<file path="src/rtl/ysyx_22041412_lsu_pkg.sv">
// Shared constants for the load/store unit: opcodes, FSM states, access sizes, byte-mask bases.
// Latency: n/a (declarations only).
// Backpressure: n/a.
package ysyx_22041412_lsu_pkg;

  localparam int LSU_XLEN = 64;
  localparam int LSU_RD_W = 5;

  localparam logic [6:0] OP_LOAD  = 7'b0000011;
  localparam logic [6:0] OP_STORE = 7'b0100011;

  typedef enum logic [1:0] {
    ST_IDLE = 2'd0,
    ST_REQ  = 2'd1,
    ST_WAIT = 2'd2,
    ST_DONE = 2'd3
  } lsu_state_e;

  // func3[1:0] is the access size, func3[2] selects zero-extension on loads
  localparam logic [1:0] SZ_B = 2'd0;
  localparam logic [1:0] SZ_H = 2'd1;
  localparam logic [1:0] SZ_W = 2'd2;
  localparam logic [1:0] SZ_D = 2'd3;

  localparam logic [7:0] WMASK_B = 8'h01;
  localparam logic [7:0] WMASK_H = 8'h03;
  localparam logic [7:0] WMASK_W = 8'h0F;
  localparam logic [7:0] WMASK_D = 8'hFF;

  function automatic logic [7:0] wmask_base(input logic [1:0] sz);
    logic [7:0] m;
    case (sz)
      SZ_B:    m = WMASK_B;
      SZ_H:    m = WMASK_H;
      SZ_W:    m = WMASK_W;
      default: m = WMASK_D;
    endcase
    return m;
  endfunction

  // An access is misaligned when its offset is not a multiple of its size.
  function automatic logic is_misaligned(input logic [1:0] sz, input logic [2:0] off);
    logic r;
    case (sz)
      SZ_H:    r = off[0];
      SZ_W:    r = (off[1:0] != 2'b00);
      SZ_D:    r = (off != 3'b000);
      default: r = 1'b0;
    endcase
    return r;
  endfunction

endpackage

</file>
<file path="src/rtl/ysyx_22041412_lsu_if.sv">
// Data-memory bus between the LSU (master) and memory (slave): req/gnt request phase, rvalid read return.
// Latency: n/a (wires only).
// Backpressure: master holds req, we, addr, wdata and wmask stable until gnt; rvalid is never stalled.
// Signals: mem_req/mem_we/mem_addr/mem_wdata/mem_wmask (master->slave), mem_gnt/mem_rvalid/mem_rdata (slave->master).
interface ysyx_22041412_lsu_if
  import ysyx_22041412_lsu_pkg::*;
#(
  parameter int XLEN = LSU_XLEN
) ();

  logic            mem_req;
  logic            mem_we;
  logic [XLEN-1:0] mem_addr;
  logic [XLEN-1:0] mem_wdata;
  logic [7:0]      mem_wmask;
  logic            mem_gnt;
  logic            mem_rvalid;
  logic [XLEN-1:0] mem_rdata;

  modport master (
    output mem_req, mem_we, mem_addr, mem_wdata, mem_wmask,
    input  mem_gnt, mem_rvalid, mem_rdata
  );

  modport slave (
    input  mem_req, mem_we, mem_addr, mem_wdata, mem_wmask,
    output mem_gnt, mem_rvalid, mem_rdata
  );

endinterface

</file>
<file path="src/rtl/ysyx_22041412_lsu_align.sv">
// Byte-lane alignment: shifts store data / builds the byte mask, and extracts + extends load data.
// Latency: combinational.
// Backpressure: none.
// Ports: func3, offset (addr[2:0]), sdata, rdata in; wdata, wmask, ldata out.
module ysyx_22041412_lsu_align
  import ysyx_22041412_lsu_pkg::*;
#(
  parameter int XLEN = LSU_XLEN
) (
  input  logic [2:0]      func3,
  input  logic [2:0]      offset,
  input  logic [XLEN-1:0] sdata,
  input  logic [XLEN-1:0] rdata,
  output logic [XLEN-1:0] wdata,
  output logic [7:0]      wmask,
  output logic [XLEN-1:0] ldata
);

  logic [XLEN-1:0] lane;

  always_comb begin
    // bytes pushed past lane 7 simply fall off the top
    wmask = wmask_base(func3[1:0]) << offset;
    wdata = sdata << {offset, 3'b000};
    lane  = rdata >> {offset, 3'b000};
    case (func3)
      3'b000:  ldata = {{(XLEN-8){lane[7]}},   lane[7:0]};
      3'b001:  ldata = {{(XLEN-16){lane[15]}}, lane[15:0]};
      3'b010:  ldata = {{(XLEN-32){lane[31]}}, lane[31:0]};
      3'b100:  ldata = {{(XLEN-8){1'b0}},      lane[7:0]};
      3'b101:  ldata = {{(XLEN-16){1'b0}},     lane[15:0]};
      3'b110:  ldata = {{(XLEN-32){1'b0}},     lane[31:0]};
      default: ldata = lane;
    endcase
  end

endmodule

</file>
<file path="src/rtl/ysyx_22041412_lsu.sv">
// Load/store stage after the ALU: single-outstanding memory access, registered result to write-back.
// Latency: non-mem 1 cycle; store 1 + grant wait + 1; load adds the rvalid wait.
// Backpressure: in_ready only in IDLE or in DONE while out_ready; result held in DONE until out_ready.
// Ports: clk, rst_n; in_* (EX handshake); bus (memory master); out_* (write-back handshake).
// Optional: YSYX_22041412_LSU_MISALIGN_EN adds out_misalign and suppresses bus traffic for misaligned accesses.
module ysyx_22041412_lsu
  import ysyx_22041412_lsu_pkg::*;
#(
  parameter int XLEN = LSU_XLEN,
  parameter int RD_W = LSU_RD_W
) (
  input  logic                clk,
  input  logic                rst_n,
  input  logic                in_valid,
  output logic                in_ready,
  input  logic [6:0]          in_opcode,
  input  logic [2:0]          in_func3,
  input  logic [XLEN-1:0]     in_result,
  input  logic [XLEN-1:0]     in_sdata,
  input  logic [RD_W-1:0]     in_rd,
  ysyx_22041412_lsu_if.master bus,
  output logic                out_valid,
  input  logic                out_ready,
  output logic [XLEN-1:0]     out_data,
  output logic [RD_W-1:0]     out_rd,
  output logic                out_wen
`ifdef YSYX_22041412_LSU_MISALIGN_EN
  ,
  output logic                out_misalign
`endif
);

  lsu_state_e      state;
  logic [XLEN-1:0] addr_q;
  logic [XLEN-1:0] sdata_q;
  logic [2:0]      func3_q;
  logic [RD_W-1:0] rd_q;
  logic            req_q;
  logic            we_q;

  logic [XLEN-1:0] wdata_w;
  logic [7:0]      wmask_w;
  logic [XLEN-1:0] ldata_w;

  logic accept;
  logic is_load;
  logic is_store;

  assign in_ready = (state == ST_IDLE) | ((state == ST_DONE) & out_ready);
  assign accept   = in_valid & in_ready;
  assign is_load  = (in_opcode == OP_LOAD);
  assign is_store = (in_opcode == OP_STORE);

  ysyx_22041412_lsu_align #(.XLEN(XLEN)) u_align (
    .func3  (func3_q),
    .offset (addr_q[2:0]),
    .sdata  (sdata_q),
    .rdata  (bus.mem_rdata),
    .wdata  (wdata_w),
    .wmask  (wmask_w),
    .ldata  (ldata_w)
  );

  // store lanes are only presented for writes, so loads and reset show a clean all-zero mask
  assign bus.mem_req   = req_q;
  assign bus.mem_we    = we_q;
  assign bus.mem_addr  = {addr_q[XLEN-1:3], 3'b000};
  assign bus.mem_wdata = we_q ? wdata_w : '0;
  assign bus.mem_wmask = we_q ? wmask_w : 8'h00;

  always_ff @(posedge clk or negedge rst_n) begin
    if (!rst_n) begin
      state        <= ST_IDLE;
      addr_q       <= '0;
      sdata_q      <= '0;
      func3_q      <= '0;
      rd_q         <= '0;
      req_q        <= 1'b0;
      we_q         <= 1'b0;
      out_valid    <= 1'b0;
      out_data     <= '0;
      out_rd       <= '0;
      out_wen      <= 1'b0;
`ifdef YSYX_22041412_LSU_MISALIGN_EN
      out_misalign <= 1'b0;
`endif
    end else begin
      case (state)
        ST_REQ: begin
          if (bus.mem_gnt) begin
            req_q <= 1'b0;
            if (we_q) begin
              state     <= ST_DONE;
              out_valid <= 1'b1;
              out_data  <= '0;
              out_rd    <= rd_q;
              out_wen   <= 1'b0;
            end else begin
              state <= ST_WAIT;
            end
          end
        end
        ST_WAIT: begin
          if (bus.mem_rvalid) begin
            state     <= ST_DONE;
            out_valid <= 1'b1;
            out_data  <= ldata_w;
            out_rd    <= rd_q;
            out_wen   <= 1'b1;
          end
        end
        ST_DONE: begin
          if (out_ready) begin
            state        <= ST_IDLE;
            out_valid    <= 1'b0;
`ifdef YSYX_22041412_LSU_MISALIGN_EN
            out_misalign <= 1'b0;
`endif
          end
        end
        default: ;
      endcase

      // A new op (from IDLE, or from DONE as the old result drains) overrides the case above.
      if (accept) begin
        rd_q    <= in_rd;
        func3_q <= in_func3;
        if (is_load | is_store) begin
          addr_q  <= in_result;
          sdata_q <= in_sdata;
`ifdef YSYX_22041412_LSU_MISALIGN_EN
          if (is_misaligned(in_func3[1:0], in_result[2:0])) begin
            state        <= ST_DONE;
            out_valid    <= 1'b1;
            out_data     <= '0;
            out_rd       <= in_rd;
            out_wen      <= 1'b0;
            out_misalign <= 1'b1;
          end else begin
            out_misalign <= 1'b0;
`else
          begin
`endif
            state     <= ST_REQ;
            req_q     <= 1'b1;
            we_q      <= is_store;
            out_valid <= 1'b0;
          end
        end else begin
          state     <= ST_DONE;
          out_valid <= 1'b1;
          out_data  <= in_result;
          out_rd    <= in_rd;
          out_wen   <= 1'b1;
`ifdef YSYX_22041412_LSU_MISALIGN_EN
          out_misalign <= 1'b0;
`endif
        end
      end
    end
  end

endmodule

</file>
<file path="src/flat_wrapper.sv">
// flat-port wrapper written by rule: the top's interface ports become plain ports
module ysyx_22041412_lsu_flat import ysyx_22041412_lsu_pkg::*;
#(
  parameter int XLEN = LSU_XLEN,
  parameter int RD_W = LSU_RD_W
)
  (clk, rst_n, in_valid, in_ready, in_opcode, in_func3, in_result, in_sdata, in_rd, out_valid, out_ready, out_data, out_rd, out_wen, bus_mem_req, bus_mem_we, bus_mem_addr, bus_mem_wdata, bus_mem_wmask, bus_mem_gnt, bus_mem_rvalid, bus_mem_rdata);
  ysyx_22041412_lsu_if #(.XLEN(XLEN)) bus_i ();
  input  logic clk;
  input  logic rst_n;
  input  logic in_valid;
  output logic in_ready;
  input  logic [6:0] in_opcode;
  input  logic [2:0] in_func3;
  input  logic [XLEN-1:0] in_result;
  input  logic [XLEN-1:0] in_sdata;
  input  logic [RD_W-1:0] in_rd;
  output logic out_valid;
  input  logic out_ready;
  output logic [XLEN-1:0] out_data;
  output logic [RD_W-1:0] out_rd;
  output logic out_wen;
  output wire logic [$bits(bus_i.mem_req)-1:0] bus_mem_req;
  output wire logic [$bits(bus_i.mem_we)-1:0] bus_mem_we;
  output wire logic [$bits(bus_i.mem_addr)-1:0] bus_mem_addr;
  output wire logic [$bits(bus_i.mem_wdata)-1:0] bus_mem_wdata;
  output wire logic [$bits(bus_i.mem_wmask)-1:0] bus_mem_wmask;
  input wire logic [$bits(bus_i.mem_gnt)-1:0] bus_mem_gnt;
  input wire logic [$bits(bus_i.mem_rvalid)-1:0] bus_mem_rvalid;
  input wire logic [$bits(bus_i.mem_rdata)-1:0] bus_mem_rdata;
  assign bus_mem_req = bus_i.mem_req;
  assign bus_mem_we = bus_i.mem_we;
  assign bus_mem_addr = bus_i.mem_addr;
  assign bus_mem_wdata = bus_i.mem_wdata;
  assign bus_mem_wmask = bus_i.mem_wmask;
  assign bus_i.mem_gnt = bus_mem_gnt;
  assign bus_i.mem_rvalid = bus_mem_rvalid;
  assign bus_i.mem_rdata = bus_mem_rdata;
  ysyx_22041412_lsu #(.XLEN(XLEN), .RD_W(RD_W)) u_core (.clk(clk), .rst_n(rst_n), .in_valid(in_valid), .in_ready(in_ready), .in_opcode(in_opcode), .in_func3(in_func3), .in_result(in_result), .in_sdata(in_sdata), .in_rd(in_rd), .bus(bus_i), .out_valid(out_valid), .out_ready(out_ready), .out_data(out_data), .out_rd(out_rd), .out_wen(out_wen));
endmodule
</file>
<file path="config.mk">
export PLATFORM = sky130hd
export DESIGN_NAME = ysyx_22041412_lsu_flat
export DESIGN_NICKNAME = d
export VERILOG_FILES = /design/src/rtl/ysyx_22041412_lsu_pkg.sv /design/src/rtl/ysyx_22041412_lsu_if.sv /design/src/rtl/ysyx_22041412_lsu_align.sv /design/src/rtl/ysyx_22041412_lsu.sv /design/src/flat_wrapper.sv
export SDC_FILE = /design/constraint.sdc
export NUM_CORES = 1
export LEC_CHECK = 0
export CAP_MARGIN = 40
export CORE_MARGIN = 5
export CORE_UTILIZATION = 50
export DETAILED_ROUTE_END_ITERATION = 10
export DONT_BUFFER_PORTS = 1
export HOLD_SLACK_MARGIN = 0.1
export PLACE_DENSITY = 0.68
export SETUP_SLACK_MARGIN = 0.05
export SYNTH_ARGS = -nofsm -noshare
export SYNTH_HDL_FRONTEND = slang
export SYNTH_HIERARCHICAL = 1
export SYNTH_SLANG_ARGS = --single-unit
</file>
<file path="constraint.sdc">
create_clock -name clk -period 2.2 [get_ports clk]
set_input_delay 0.44 -clock clk [delete_from_list [all_inputs] [get_ports clk]]
set_output_delay 0.44 -clock clk [all_outputs]
set_load 0.01 [all_outputs]
</file>
=== Word level (Yosys, flattened, before mapping) ===
Index checks and enable logic that the tools add are counted.

* Equality and inequality tests: 16
* Shift-type cells: 3
* Mux-type cells: 40
* Bitwise gates (word level): 4
* Reduce and logical (&&, ||, !) cells: 7

{| class="wikitable"
|+ Operators by type and width
! cell !! count
|-
| $mux 64 || 6
|-
| $pmux 64 s6 || 1
|-
| $pmux 64 s2 || 1
|-
| $shl 64x6->64 || 1
|-
| $shr 64x6->64 || 1
|-
| $mux 5 || 5
|-
| $pmux 8 s3 || 1
|-
| $mux 1 || 16
|-
| $mux 2 || 5
|-
| $pmux 5 s2 || 1
|-
| $eq 3x3->1 const B || 3
|-
| $ne 3x2->1 const B || 3
|-
| $mux 8 || 1
|-
| $shl 8x3->8 || 1
|-
| $eq 7x2->1 const B || 1
|-
| $eq 7x6->1 const B || 1
|-
| $eq 2x2->1 const B || 3
|-
| $pmux 2 s3 || 1
|-
| $reduce_and 5->1 || 1
|-
| $eq 2x1->1 const B || 2
|-
| $logic_not 2->1 || 2
|-
| $reduce_and 4->1 || 1
|-
| $reduce_bool 4->1 || 1
|-
| $eq 3x1->1 const B || 1
|-
| other kinds (8) || 10
|}

* Register bits after elaboration: 211
* Bits of input ports: 213
* Output and inout bits: 210
* Word-level logic and storage cells: 81

=== Longest topological paths before layout ===
* Depth in word-level cells: 6
* Gate-level depth with buffers: 10
* Depth with buffers taken out: 6

=== Hierarchy ===
Netlist, hierarchy kept.

{| class="wikitable"
|+ Modules (own cells, without submodules)
! module !! instances !! cells an instance !! area each (µm²) !! seq. area each (µm²)
|-
| ysyx_22041412_lsu || 1 || 708 || 9909.5 || 5280.1
|-
| ysyx_22041412_lsu_align || 1 || 583 || 4413.0 || 0.0
|}

=== Least setup slack after synthesis ===
OpenSTA, ideal clock, no wires.

* Kind: register to register
* Start point: register u_core.addr_q[1]
* End point: register u_core.out_data[2]
* Setup time: 0.125 ns
* Data arrival time: 1.908 ns
* Data required time: 2.075 ns
* Path slack: 0.167 ns
* Cell stages (with the launch flop): 8
* Buffers on the path: 3
* Period minus slack after synthesis: 2.033 ns
* Cells stage by stage: dfrtp_1 -> buf_6 -> buf_12 -> buf_8 -> mux4_2 -> mux2_2 -> a22o_1 -> mux2_2

* Longest elaborated chain between the ends: 6

{| class="wikitable"
|+ Ends and longest elaborated chain
! what !! RTL line !! RTL
|-
| start: declaration || ysyx_22041412_lsu.sv:34 || <nowiki>logic [XLEN-1:0] addr_q;</nowiki>
|-
| start signal: assignment || ysyx_22041412_lsu.sv:129 || <nowiki>addr_q <= in_result;</nowiki>
|-
| $shr 64x6->64 (*) || ysyx_22041412_lsu_align.sv:25 || <nowiki>lane = rdata >> {offset, 3'b000};</nowiki>
|-
| $pmux 64 s6 (*) || ysyx_22041412_lsu_align.sv:26 || <nowiki>case (func3)</nowiki>
|-
| net u_core.ldata_w[2] || ysyx_22041412_lsu.sv:43 || <nowiki>logic [XLEN-1:0] ldata_w;</nowiki>
|-
| $mux 64 (*) || ysyx_22041412_lsu.sv:104 || <nowiki>if (bus.mem_rvalid) begin</nowiki>
|-
| $pmux 64 s2 (*) || ysyx_22041412_lsu.sv:88 || <nowiki>case (state)</nowiki>
|-
| $mux 64 || ysyx_22041412_lsu.sv:128 || <nowiki>if (is_load | is_store) begin</nowiki>
|-
| $mux 64 (*) || ysyx_22041412_lsu.sv:125 || <nowiki>if (accept) begin</nowiki>
|-
| end signal: assignment || ysyx_22041412_lsu.sv:107 || <nowiki>out_data <= ldata_w;</nowiki>
|-
| end signal: assignment || ysyx_22041412_lsu.sv:152 || <nowiki>out_data <= in_result;</nowiki>
|-
| end: declaration || ysyx_22041412_lsu.sv:24 || <nowiki>output logic [XLEN-1:0] out_data,</nowiki>
|}

The timed path passes the listed nets; every way through them passes the cells marked *.
A chain may end at the register's enable or synchronous reset.

=== Final worst setup path ===
* Start point: register u_core.addr_q[1]
* End point: register u_core.out_data[40]

The elaborated chain is that of the path after synthesis.

==> summary.md <==
| Metric | Value |
|---|---|
| Leak | `8.90 nW` |
| Final Wtd Congestion | `between 0.9 and 1` |
| Vias | `12000` |
| Relative slew slack | `approximately 45%` |
| Clock skew | `0.0152 ns` |
| Via density | `between 6 and 7` |
| Placeable Area | `28500 sq um` |
| Switching pwr | `0.00768 W` |
| Status | `finished, violations left` |
| Critical Path AT | `3.19 ns` |
| Setup violators final | `136` |
| Place WS | `-0.335 ns` |
| Met1 wire length | `between 20000 and 25000 um` |
| Pre-antenna DRT Iters | `5` |
| IO buf count | `0` |
| Die outline width | `179 um` |
| First-pass GRT wire length | `80000 um` |
| Initial antenna violation count | `11` |
| Starting Density | `50.3%` |
| EDFF count, synth | `0` |
| Total gr overflow | `0` |
| Post-placement cell area | `around 15000 sq um` |
| Setup_tns | `-51.95 ns` |
| Post-DRT Antenna Nets | `0` |
| Post-Synth Simple-Gate Area | `just over 10%` |
| Slack of the worst reg-to-reg path | `-0.57 ns` |
| Storage cell area | `5290 sq um` |
| Internal | `0.0127 W` |
| Final number of hold-violating endpoints | `211` |
| GR Util All Layers | `32.6%` |
| Crit start category | `flop` |
| Combinational fraction of design power | `48.4%` |
| Final WS setup | `-0.574 ns` |
| Synth Area in Compound Gates | `10.9%` |
| DRC | `0` |
| Nets@finish | `between 1500 and 2000` |
| Multiplexer area fraction after synthesis | `32.9%` |
| Failing checks | `hold timing, setup timing` |
| Minimum clock period after layout | `2.77 ns` |
| Max Freq | `361 MHz` |
| Largest net degree at the start of global routing | `212` |
| Sequential area share after synthesis | `36.9%` |
| Met3 WL | `roughly 6700 um` |
| Final instance area | `19800 sq um` |
| Starting DRT DRC Count | `~1100` |
| Seq pwr share | `30.4%` |
| Async S/R FF share, synth | `100%` |
| Fill count | `1906` |
| Routed WL | `56000 um` |
| R2R cell count | `11` |
| XOR/XNOR Fraction of Synth Area | `0%` |
| Synth Flop Type | `dfrtp_1` |
| Fin. max-slew vios | `0` |
| Worst hold-check path type | `input port to asynchronous set/reset pin` |
| Switching share of power | `37.7%` |
| Mapped cell area | `14300 sq um` |
| Synth Area in Adders | `0.349%` |
| Critical Path RT | `2.62 ns` |
| Max capacitance violation total | `0` |
| Clock power frac | `21.1%` |
| H-Tree Depth | `1` |
| CTS clk-pin slew, worst paths | `0.06 ns` |
| Hold Slack | `-0.398 ns` |
| RSZ-0062 raised after global routing | `yes` |
| Yosys cell types | `between 50 and 60` |
| Maximum vdd drop | `1.02 mV` |
| Die ar. | `32100 sq um` |
| Element type at the critical path end | `flop` |
| CTS Hold Buffers Added | `139` |
| CTS buffer count | `25` |
| Crit Reg-Reg Startpoint | `u_core/addr_q[1]` |
| # IOs | `423` |
| Syn-to-layout area delta | `37.9%` |
| Dpl hpwl | `35000 um` |
| DR top layer | `met5` |
| Critical-path maximum fanout | `5` |
| Clk_lat worst skew | `0.54 ns` |
| Clock tree sinks | `211` |
| Vias in the first global route | `roughly 12000` |
| P per Cell Area | `1030 nW/um^2` |
| Die Height | `179 um` |
| Post-Syn Instances | `between 1000 and 1500` |
| Row Count | `62` |
| Largest family of logic cells by synthesized area | `multiplexers` |
| Syn. warnings | `6` |
| CP Class | `flop to flop` |
| Clock root buffer | `clkbuf_16` |
| Slew @ Worst Pin | `0.825 ns` |
| Final period utilization | `126%` |
| FF-to-FF End | `u_core/out_data[40]` |
| Share of cells above drive strength 1 | `between 40 and 50%` |
| FF+latch count, synth | `211` |
| Avg WL per Cell | `29.9 um` |
| Multi-input logic area | `approximately 9200 sq um` |
| DR WL met2 | `approximately 26000 um` |
| CTS tree | `built` |
| Avg Cell Area, Syn | `about 11 sq um` |
| Max clock buf depth | `3` |
[state kept, by name, summed over array words and instances, names as in the netlist]
name / flops
u_core/out_data: 64
u_core/func3_q: 3
u_core/bus.mem_we: 1
u_core/rd_q: 5
u_core/bus.mem_req: 1
u_core/state: 2
u_core/out_valid: 1
u_core/sdata_q: 64
u_core/addr_q: 64
u_core/out_wen: 1
u_core/out_rd: 5
[power by group through the flow]
stage          Clock, W  Combinational [W]  Sequential (W)
2_1_floorplan         0            0.00546         0.00556
3_3_place_gp          0            0.00658         0.00611
3_5_place_dp          0            0.00673         0.00614
4_1_cts         0.00433            0.00896         0.00610
5_1_grt         0.00452             0.0104         0.00630
6_report        0.00430            0.00986         0.00619
[layout make-up]
type                    count  share of cell area [%]
well taps                 384                    2.43
inverters                   3                  0.0570
clock inverters            10                   0.570
multi-input cells         898                    46.6
clock buffers              35                    3.71
diodes                      5                  0.0633
flip-flops and latches    211                    26.8
repair buffers            326                    19.7
[through the flow]
step                util, %  power (W)  hold WS, ns  std cells
floorplan                 -     0.0110        0.144       1293
global placement       51.5     0.0127        0.152       1600
detailed placement     51.5     0.0129        0.152       1600
CTS                    67.8     0.0194       -0.423       1866
global route           69.4     0.0212       -0.418       1872
finish                 69.4     0.0203       -0.398       1872
[worst max-delay path, stage by stage (launching register included)]
cell	delay, ns
dfrtp_4	0.55
buf_12	0.16
buf_8	0.11
mux2_4	0.30
nor2b_1	0.25
nand4b_1	0.25
buf_6	0.15
buf_6	0.12
buf_6	0.11
nand4_1	0.14
a22o_1	0.24
mux2_4	0.26
[logic make-up after synthesis]
| family | Yosys count |
|---|---|
| AO/OA/AOI/OAI | 216 |
| adder cells (fa/ha/maj) | 4 |
| buffers and inverters | 185 |
| flip-flops | 211 |
| multiplexers | 389 |
| other | 1 |
| AND/OR/NAND/NOR | 285 |
[worst max-delay path by stage]
stage                          start             endpoint  slack (ns)
floorplan           u_core/addr_q[1]   u_core/out_data[2]        0.17
finish              u_core/addr_q[1]  u_core/out_data[40]       -0.57
detailed placement  u_core/addr_q[0]   u_core/out_data[5]       -0.34
global route        u_core/addr_q[1]  u_core/out_data[40]       -0.64
global placement    u_core/addr_q[0]   u_core/out_data[5]       -0.31
CTS                 u_core/addr_q[1]    bus_mem_wdata[57]       -0.44
[what timing repair did]
| action | CTS | global route |
|---|---|---|
| setup endpoints to repair | 132 | 139 |
| cloned | 30 | 1 |
| hold endpoints to repair | 418 | 211 |
| pin swaps | 80 | 68 |
| resized for setup | 345 | 130 |
| buffers inserted | 52 | 8 |
[Yosys cell counts (4+ instances only)]
library cell	count	area [sq um]
dfrtp_1	211	5280
buf_2	47	235
clkbuf_1	28	105
o21ai_0	45	225
o2111ai_1	8	70.1
nand2b_1	5	31.3
mux4_2	22	495
o211ai_1	8	60.1
o22ai_1	18	113
buf_4	85	638
o22a_1	7	61.3
ha_1	4	50.1
a21oi_1	28	140
nor2_1	64	240
nor2b_1	16	100
nand2_1	64	240
mux2_4	65	976
nand3_1	13	65.1
a2bb2oi_1	7	61.3
and2_1	81	507
buf_6	19	214
mux2_2	173	1950
a22o_1	69	604
mux2i_1	128	1280
o2bb2ai_1	9	78.8
nand4_1	25	156
[routing by layer]
layer / track usage [%] / up-vias
met5: 0 / -
met4: 12.7 / 12
met3: 11.3 / 183
met2: 52.6 / 791
met1: 40.4 / 5986
li1: - / 5017
[layout by cell type, fill, tap and decap left out, types with 6 or more instances in the layout]
| master | netlist | final |
|---|---|---|
| clkbuf_8 | 0 | 7 |
| o22a_1 | 7 | 7 |
| o21ai_0 | 45 | 11 |
| mux2i_1 | 128 | 99 |
| a22o_1 | 69 | 69 |
| nor2_2 | 0 | 14 |
| nor2b_1 | 16 | 13 |
| dfrtp_1 | 211 | 206 |
| nor2_1 | 64 | 46 |
| o22ai_2 | 0 | 8 |
| mux2_2 | 173 | 119 |
| buf_6 | 19 | 44 |
| a21oi_2 | 0 | 11 |
| buf_8 | 1 | 11 |
| mux4_2 | 22 | 22 |
| o211ai_1 | 8 | 8 |
| nand4_1 | 25 | 25 |
| nand3_2 | 0 | 8 |
| nand2_1 | 64 | 58 |
| o22ai_1 | 18 | 7 |
| a21oi_1 | 28 | 15 |
| mux2i_4 | 0 | 22 |
| and2_1 | 81 | 6 |
| buf_12 | 1 | 35 |
| clkbuf_16 | 0 | 25 |
| a2bb2oi_1 | 7 | 7 |
| o21ai_4 | 0 | 6 |
| dlygate4sd3_1 | 0 | 139 |
| and2_4 | 0 | 75 |
| o21ai_2 | 0 | 17 |
| buf_16 | 0 | 21 |
| o21ai_1 | 0 | 11 |
| buf_4 | 85 | 76 |
| mux2i_2 | 0 | 7 |
| o2111ai_4 | 0 | 7 |
| mux2_4 | 65 | 119 |
Note: power is estimated with default switching activity, not from simulation.
